==> src/rtl/arm_mem_pkg.sv <==
// Shared definitions for the data-memory responder.
//   state_e  : responder FSM states
//   req_t    : one latched load/store request
//   addr_err : flags a misaligned or out-of-range byte address
package arm_mem_pkg;

  localparam int unsigned WORD_BYTES = 4;
  localparam int unsigned WORD_W     = 8 * WORD_BYTES;

  typedef enum logic [1:0] {
    IDLE,
    WAIT,
    RESP
  } state_e;

  typedef struct packed {
    logic                  we;
    logic [WORD_W-1:0]     addr;
    logic [WORD_W-1:0]     wdata;
    logic [WORD_BYTES-1:0] be;
  } req_t;

  // Full address is compared against the storage size, so high address
  // bits never alias back onto a valid word.
  function automatic logic addr_err(input logic [WORD_W-1:0] addr,
                                    input int unsigned       depth);
    return (addr[1:0] != 2'b00) || (addr >= 32'(depth * WORD_BYTES));
  endfunction

endpackage

==> src/rtl/dmem_array.sv <==
// DEPTH x 32-bit word storage: synchronous byte-lane write, combinational read.
//   clk   : write clock
//   we    : write strobe for this cycle
//   addr  : word index
//   be    : byte-lane enables for the write
//   wdata : write data
//   rdata : word currently addressed
module dmem_array
  import arm_mem_pkg::*;
#(
  parameter int unsigned DEPTH = 64,
  parameter int unsigned AW    = $clog2(DEPTH)
) (
  input  logic                  clk,
  input  logic                  we,
  input  logic [AW-1:0]         addr,
  input  logic [WORD_BYTES-1:0] be,
  input  logic [WORD_W-1:0]     wdata,
  output logic [WORD_W-1:0]     rdata
);

  logic [WORD_W-1:0] mem [DEPTH];

  // NOTE: storage has no reset; clearing a RAM would force it into flops and
  // its contents must survive a reset anyway.
  always_ff @(posedge clk) begin
    if (we) begin
      for (int i = 0; i < WORD_BYTES; i++) begin
        if (be[i]) mem[addr][8*i +: 8] <= wdata[8*i +: 8];
      end
    end
  end

  assign rdata = mem[addr];

endmodule

==> src/rtl/dmem_responder.sv <==
// Memory-side responder for the core data port with programmable wait states.
//   clk, reset          : clock, asynchronous active-low reset
//   req_valid/req_ready : request handshake
//   MemWrite, ALUResult,
//   WriteData, ByteEn   : request fields, captured at acceptance
//   rsp_valid/rsp_ready : response handshake
//   ReadData, rsp_err   : response payload, held until consumed
//   busy                : high whenever not IDLE
module dmem_responder
  import arm_mem_pkg::*;
#(
  parameter int unsigned DEPTH       = 64,
  parameter int unsigned WAIT_CYCLES = 2,
  parameter int unsigned DATA_W      = 32
) (
  input  logic                clk,
  input  logic                reset,
  input  logic                req_valid,
  output logic                req_ready,
  input  logic                MemWrite,
  input  logic [31:0]         ALUResult,
  input  logic [DATA_W-1:0]   WriteData,
  input  logic [DATA_W/8-1:0] ByteEn,
  output logic                rsp_valid,
  input  logic                rsp_ready,
  output logic [DATA_W-1:0]   ReadData,
  output logic                rsp_err,
  output logic                busy
);

  localparam int unsigned AW        = $clog2(DEPTH);
  localparam logic [3:0]  WAIT_INIT = 4'(WAIT_CYCLES);

  state_e            state_q, state_d;
  logic [3:0]        cnt_q, cnt_d;
  req_t              req_q, req_d;
  logic              req_ready_q, req_ready_d;
  logic              rsp_valid_q, rsp_valid_d;
  logic [WORD_W-1:0] rdata_q, rdata_d;
  logic              err_q, err_d;
  logic              busy_q, busy_d;

  req_t              in_req, c_req;
  logic              c_bad, commit, mem_we;
  logic [WORD_W-1:0] mem_rdata;

  dmem_array #(.DEPTH(DEPTH), .AW(AW)) u_array (
    .clk   (clk),
    .we    (mem_we),
    .addr  (c_req.addr[AW+1:2]),
    .be    (c_req.be),
    .wdata (c_req.wdata),
    .rdata (mem_rdata)
  );

  // NOTE: every signal driven here gets a default first so no path leaves it
  // unassigned, which would otherwise infer a latch.
  always_comb begin
    state_d     = state_q;
    cnt_d       = cnt_q;
    req_d       = req_q;
    req_ready_d = req_ready_q;
    rsp_valid_d = rsp_valid_q;
    rdata_d     = rdata_q;
    err_d       = err_q;
    busy_d      = busy_q;
    commit      = 1'b0;
    mem_we      = 1'b0;

    in_req = '{we: MemWrite, addr: ALUResult, wdata: WriteData, be: ByteEn};
    // With zero wait states the commit happens in the acceptance cycle, so
    // the live inputs are the request; otherwise the latched copy is.
    c_req  = (state_q == WAIT) ? req_q : in_req;
    c_bad  = addr_err(c_req.addr, DEPTH);

    unique case (state_q)
      IDLE: begin
        // req_ready is high exactly in IDLE, so req_valid alone completes the handshake.
        if (req_valid) begin
          req_d       = in_req;
          cnt_d       = WAIT_INIT;
          req_ready_d = 1'b0;
          busy_d      = 1'b1;
          if (WAIT_CYCLES == 0) begin
            commit  = 1'b1;
            state_d = RESP;
          end else begin
            state_d = WAIT;
          end
        end
      end
      WAIT: begin
        cnt_d = cnt_q - 4'd1;
        if (cnt_q == 4'd1) begin
          commit  = 1'b1;
          state_d = RESP;
        end
      end
      RESP: begin
        if (rsp_ready) begin
          state_d     = IDLE;
          rsp_valid_d = 1'b0;
          rdata_d     = '0;
          err_d       = 1'b0;
          req_ready_d = 1'b1;
          busy_d      = 1'b0;
        end
      end
      default: state_d = IDLE;
    endcase

    if (commit) begin
      mem_we      = c_req.we && !c_bad;
      rsp_valid_d = 1'b1;
      err_d       = c_bad;
      rdata_d     = (c_bad || c_req.we) ? '0 : mem_rdata;
    end
  end

  // NOTE: state is updated with non-blocking assignments so every flop
  // samples pre-edge values regardless of statement order.
  always_ff @(posedge clk or negedge reset) begin
    if (!reset) begin
      state_q     <= IDLE;
      cnt_q       <= '0;
      req_q       <= '0;
      req_ready_q <= 1'b1;
      rsp_valid_q <= 1'b0;
      rdata_q     <= '0;
      err_q       <= 1'b0;
      busy_q      <= 1'b0;
    end else begin
      state_q     <= state_d;
      cnt_q       <= cnt_d;
      req_q       <= req_d;
      req_ready_q <= req_ready_d;
      rsp_valid_q <= rsp_valid_d;
      rdata_q     <= rdata_d;
      err_q       <= err_d;
      busy_q      <= busy_d;
    end
  end

  assign req_ready = req_ready_q;
  assign rsp_valid = rsp_valid_q;
  assign ReadData  = rdata_q;
  assign rsp_err   = err_q;
  assign busy      = busy_q;

endmodule

==> config.mk <==
export PLATFORM = sky130hd
export DESIGN_NAME = dmem_responder
export DESIGN_NICKNAME = d
export VERILOG_FILES = /design/src/rtl/arm_mem_pkg.sv /design/src/rtl/dmem_array.sv /design/src/rtl/dmem_responder.sv
export SDC_FILE = /design/constraint.sdc
export NUM_CORES = 2
export LEC_CHECK = 0
export ABC_AREA = 0
export BUFFER_PORTS_ARGS = -buffer_cell sky130_fd_sc_hd__buf_2
export CAP_MARGIN = 20
export CORE_MARGIN = 2
export CORE_UTILIZATION = 56
export DETAILED_ROUTE_END_ITERATION = 6
export PLACE_DENSITY = 0.72
export SYNTH_ARGS = -nofsm -noshare
export SYNTH_HDL_FRONTEND = slang
export SYNTH_SLANG_ARGS = --single-unit
export TNS_END_PERCENT = 50
==> constraint.sdc <==
create_clock -name clk -period 3.5 [get_ports clk]
set_input_delay 0.35 -clock clk [delete_from_list [all_inputs] [get_ports clk]]
set_output_delay 0.35 -clock clk [all_outputs]
set_load 0.02 [all_outputs]
Word level (Yosys, flattened, before mapping). Memories as Yosys holds them, arrays and structs flattened. Cells that the tools add are included. Widths: inputs -> output; s select.

Register bits: 111. RAM bits: 2048. Input bits: 73. Output and inout bits: 36. Logic and storage cells: 70. Memories kept: 1.

$add $sub $neg: 1. Order comparisons: 1. Equality and inequality tests: 6. Muxes and demuxes: 35. Reductions and logical operators: 15.

Memory list: u_array.mem (words 64, width 32, rd ports 1, clocked after memory_dff 0, wr ports 1, RTL line dmem_array.sv:22) `logic [WORD_W-1:0] mem [DEPTH];`.

Operators by type and width (number): $mux 32 (4); $mux 69 (1); $ge 32x9->1 const B (1); $mux 1 (22); $reduce_bool 2->1 (5); $pmux 4 s2 (1); $mux 2 (3); $pmux 2 s3 (1); $reduce_and 2->1 (3); $reduce_and 3->1 (2); $eq 4x1->1 const B (1); $mux 4 (1); $ne 2x2->1 const B (2); $pmux 1 s2 (2); $sub 4x1->4 const B (1); $eq 2x1->1 const B (1); $eq 2x2->1 const B (1); $logic_not 2->1 (1); $logic_or 1x1->1 (2); $ne 2x1->1 const B (1); $logic_and 1x1->1 (1); $logic_not 1->1 (1).

Longest topological paths before layout.
Word-level depth: 9. Gate-level depth with buffers: 14. Depth with buffers taken out: 10.

Cells and area by module. A second synthesis with hierarchy kept.

Cell total of the unflattened synthesis: 5172. Area total of the unflattened synthesis: 83177.3 µm².

By module, submodules not included: dmem_array (instances 1, cells each 4614, area an instance 78407.7 µm², sequential area each 61499.0 µm²); dmem_responder (instances 1, cells each 558, area an instance 4769.6 µm², sequential area each 2778.9 µm²).

Worst setup path after synthesis. OpenSTA, ideal clock, no wires.

Path kind: register -> register. Start point: register state_q[1]. End point: memory u_array.mem[15][0] (netlist name), enable pin. Library setup time: 0.383 ns. Data arrival time: 2.754 ns. Data required time: 3.117 ns. Path slack: 0.363 ns. Stages on the path, launching flop included: 10. Buffers on the path: 5. Clock period less this slack: 3.137 ns. Path through: dfrtp_1 nand2b_1 buf_6 mux2i_1 nand2_1 buf_2 buf_2 buf_1 buf_1 nor3_1.

Cells in the longest elaborated chain, start to end: 9.

Ends and longest elaborated chain: start, declared (RTL line dmem_responder.sv:34) `state_e state_q, state_d;`; start signal, assigned (RTL line dmem_responder.sv:133) `state_q <= state_d;`; $eq 2x1->1 * (RTL line dmem_responder.sv:73, dmem_responder.sv:76); $mux 69 (RTL line dmem_responder.sv:73) `c_req = (state_q == WAIT) ? req_q : in_req;`; $ge 32x9->1 / $reduce_bool 2->1 (equally long branches) (RTL line arm_mem_pkg.sv:27) `return (addr[1:0] != 2'b00) || (addr >= 32'(depth * WORD_BYTES));`; $logic_or 1x1->1 (RTL line arm_mem_pkg.sv:27); $logic_not 1->1 (RTL line dmem_responder.sv:113) `mem_we = c_req.we && !c_bad;`; $logic_and 1x1->1 (RTL line dmem_responder.sv:113); $mux 1 (RTL line dmem_responder.sv:112) `if (commit) begin`; $mux 1 (RTL line dmem_array.sv:27) `if (we) begin`; $mux 1 (implied by the code) (RTL line dmem_array.sv:29) `if (be[i]) mem[addr][8*i +: 8] <= wdata[8*i +: 8];`; end, declared (RTL line dmem_array.sv:22).

Mark *: on every way between the ends. The rest lies on a longest branch, timed or not.

Worst setup path in the final report.
Start point: register req_q[36] (netlist name). End point: memory u_array.mem[48][21] (netlist name), enable pin.

Cells in the longest elaborated chain, start to end: 8.

Ends and longest elaborated chain: start, declared (RTL line dmem_responder.sv:36) `req_t req_q, req_d;`; start signal, assigned (RTL line dmem_responder.sv:135) `req_q <= req_d;`; $mux 69 * (RTL line dmem_responder.sv:73); $ge 32x9->1 / $reduce_bool 2->1 (equally long branches) (RTL line arm_mem_pkg.sv:27); $logic_or 1x1->1 * (RTL line arm_mem_pkg.sv:27); $logic_not 1->1 * (RTL line dmem_responder.sv:113); $logic_and 1x1->1 * (RTL line dmem_responder.sv:113); $mux 1 * (RTL line dmem_responder.sv:112); $mux 1 * (RTL line dmem_array.sv:27); $mux 1 (implied by the code) * (RTL line dmem_array.sv:29).

Marks and branches as above.

==> summary.md <==
| Metric | Value |
|---|---|
| Synth unique cells | `70` |
| Clock Path Buffers | `3` |
| Fmax | `289 MHz` |
| Later-pin clock latency in the skew report | `0.85 ns` |
| Final setup vio count | `0` |
| Worst Setup End Kind | `flip-flop` |
| Crit path DAT | `3.98 ns` |
| Register bit total from synthesis | `2159` |
| Routed Antenna Nets | `0` |
| Mapped Cells | `5737` |
| CP Max Fanout | `64` |
| Crit path kind | `flip-flop to flip-flop` |
| CTS tree | `yes` |
| Cell Area, Synth | `82800 um^2` |
| Die ar. | `151000 um^2` |
| Routed len/inst | `29.4 um` |
| Die width | `388 um` |
| GRT Overall Usage | `0.327` |
| Vias in the first global route | `54600` |
| MaxCap Viol Count | `0` |
| CTS clk-pin slew, worst paths | `0.07 ns` |
| Failing checks | `design-rule violations` |
| Peak VDD IR | `1.05 mV` |
| Placed cell count | `8020` |
| Power Density | `880 nW/um^2` |
| Fin cells | `8493` |
| Final worst path period share | `0.989` |
| Final WS setup | `0.0394 ns` |
| Layout cells sized above 1 | `0.175` |
| Leading area contributor after synthesis | `edfxtp_1` |
| Clk_skew | `0.0360 ns` |
| Hold Path Class | `primary input to flip-flop` |
| Initial antenna violation count | `18` |
| Mean Syn Cell Area | `14.4 um^2` |
| Synth top area share | `0.743` |
| Min Hold Slack | `0.0656 ns` |
| Detailed Place HPWL | `151 mm` |
| Sink Count | `2159` |
| Pre-CTS WS | `0.0522 ns` |
| Status | `complete, but fails checks` |
| Ys flop type | `edfxtp_1` |
| Worst-Margin Slew | `1.20 ns` |
| DRC violations left | `11` |
| Synth area leaders | `edfxtp_1, nand2_1, dfrtp_1` |
| Count leader, synth | `edfxtp_1` |
| Sequential-to-total area share from yosys stat | `0.777` |
| Routed WL | `250 mm` |
| CTS Buf Count | `202` |
| Post-synth ARST share | `0.0514` |
| WP data required | `4.02 ns` |
| CP Launch Type | `flip-flop` |
| Global route overflow | `0` |
| Largest net degree at the start of global routing | `95` |
| Yosys warnings | `0` |
| Synth cell count leaders | `edfxtp_1, nand2_1, o22ai_1, nor3_1, nand3_1` |
| H-tree Lvls | `4` |
| Synthesized Nets | `5812` |
| Hold Vio Cnt, Final | `0` |
| EDFF count, synth | `2048` |
| Max Slew Vio Count | `0` |
| GPL Wtd Cong | `0.896` |
| Area growth from synthesis to layout | `17.8%` |
| Rows | `141` |
| Core ar. | `147000 um^2` |
| Die Y | `388 um` |
| IO Port Bufs | `108` |
| Max_slew headroom | `0.198` |
| Initial Util | `0.562` |
| CTS root buffer | `clkbuf_16` |
| First DRT Iteration DRCs | `8170` |
| DR vias/cell | `6.62` |
| Leakage | `0.0336 uW` |
| Vias | `56200` |
| First-pass GRT wire length | `363 mm` |
| Nets | `6448` |
| Fin crit period | `3.46 ns` |
| Fillcell total | `9727` |
| Boundary pin count | `109` |
| Drt first pass iters | `7` |
==> cell families after synthesis <==
family	count (synthesis)	synth area share
compound gates	1027	0.0818
xor+xnor	1	0.000106
fa+ha+maj	2	0.000302
buf+inv	419	0.0219
flops	2159	0.777
mux	126	0.0156
simple gates	2003	0.104
==> power breakdown <==
part | leakage, uW | total (uW) | internal (uW) | switching, uW
logic | 0.0104 | 29800 | 7940 | 21900
registers | 0.0200 | 34100 | 33700 | 383
clock network | 0.00322 | 21900 | 12400 | 9540
==> sequential cells by signal (all words and copies together) (netlist names) <==
register,cells
rsp_err,1
req_ready,1
ReadData,32
rsp_valid,1
cnt_q,4
req_q,69
u_array.mem,2048
busy,1
state_q,2
==> metal layers <==
| layer | part of all wire | routed length, um | track usage | vias to the layer above |
|---|---|---|---|---|
| li1 | - | - | - | 23400 |
| met5 | 0.00046 | 115 | 0 | - |
| met2 | 0.46 | 115000 | 0.507 | 4294 |
| met4 | 0.055 | 13700 | 0.160 | 16 |
| met1 | 0.36 | 88700 | 0.439 | 27800 |
| met3 | 0.13 | 32400 | 0.0777 | 783 |
==> worst paths after layout <==
check	from	endpoint	slack (ns)	cells after the start
min	ALUResult[3]	req_q[39]	0.07	3
max	req_q[36]	u_array.mem[48][21]	0.04	10
min reg2reg	req_ready	req_ready	0.46	2
max reg2reg	req_q[36]	u_array.mem[48][21]	0.04	10
min in group asynchronous	reset	req_q[35]	0.14	2
max in group asynchronous	reset	ReadData[9]	2.41	3
==> cell type report <==
type	count	area [um^2]	share of cell area
diodes	14	35.0	0.000359
clock buffers	272	5540	0.0568
clock inverters	108	1060	0.0109
inverters	7	26.3	0.000269
multi-input cells	3161	17000	0.174
flip-flops and latches	2159	64300	0.659
well taps	1930	2410	0.0248
repair buffers	842	7180	0.0737
==> through the flow <==
step                setup TNS, ns  cell area [um^2]   util  power [uW]
finish                          0             97500  0.662       85800
global route             -0.00830             97500  0.662       88100
CTS                             0             97400  0.661       84800
detailed placement              0             90100  0.611       63100
global placement                0             90100  0.611       62500
floorplan                       0             82800      -       50100
==> worst max-delay path, cell delays in order, from the launching register on <==
cell and delay [ns]:
dfrtp_1 0.42, nor4_2 0.50, nand4_1 0.18, nor2_1 0.41
nand2_1 0.19, nor2_1 0.16, buf_4 0.16, nand2_2 0.07
buf_12 0.16, nor3_1 0.47, buf_4 0.25
==> repair_timing <==
item                                    in CTS  in global routing
resized for setup                            0                  3
setup buffers                                0                  7
endpoints found under the setup margin       0                 54
endpoints found under the hold margin      144                  0
hold buffers                                70                  0
==> layout by cell type, fill, tap and decap left out, types with 107 or more instances in the layout <==
master	n
nor3_1	318
buf_4	588
o22ai_1	423
buf_2	107
a21oi_1	136
a31oi_1	124
nand2_1	1048
mux2i_1	116
edfxtp_1	2048
clkbuf_16	205
dfrtp_1	110
nor2_1	205
nand3_1	265
(Power assumes the default switching activity.)
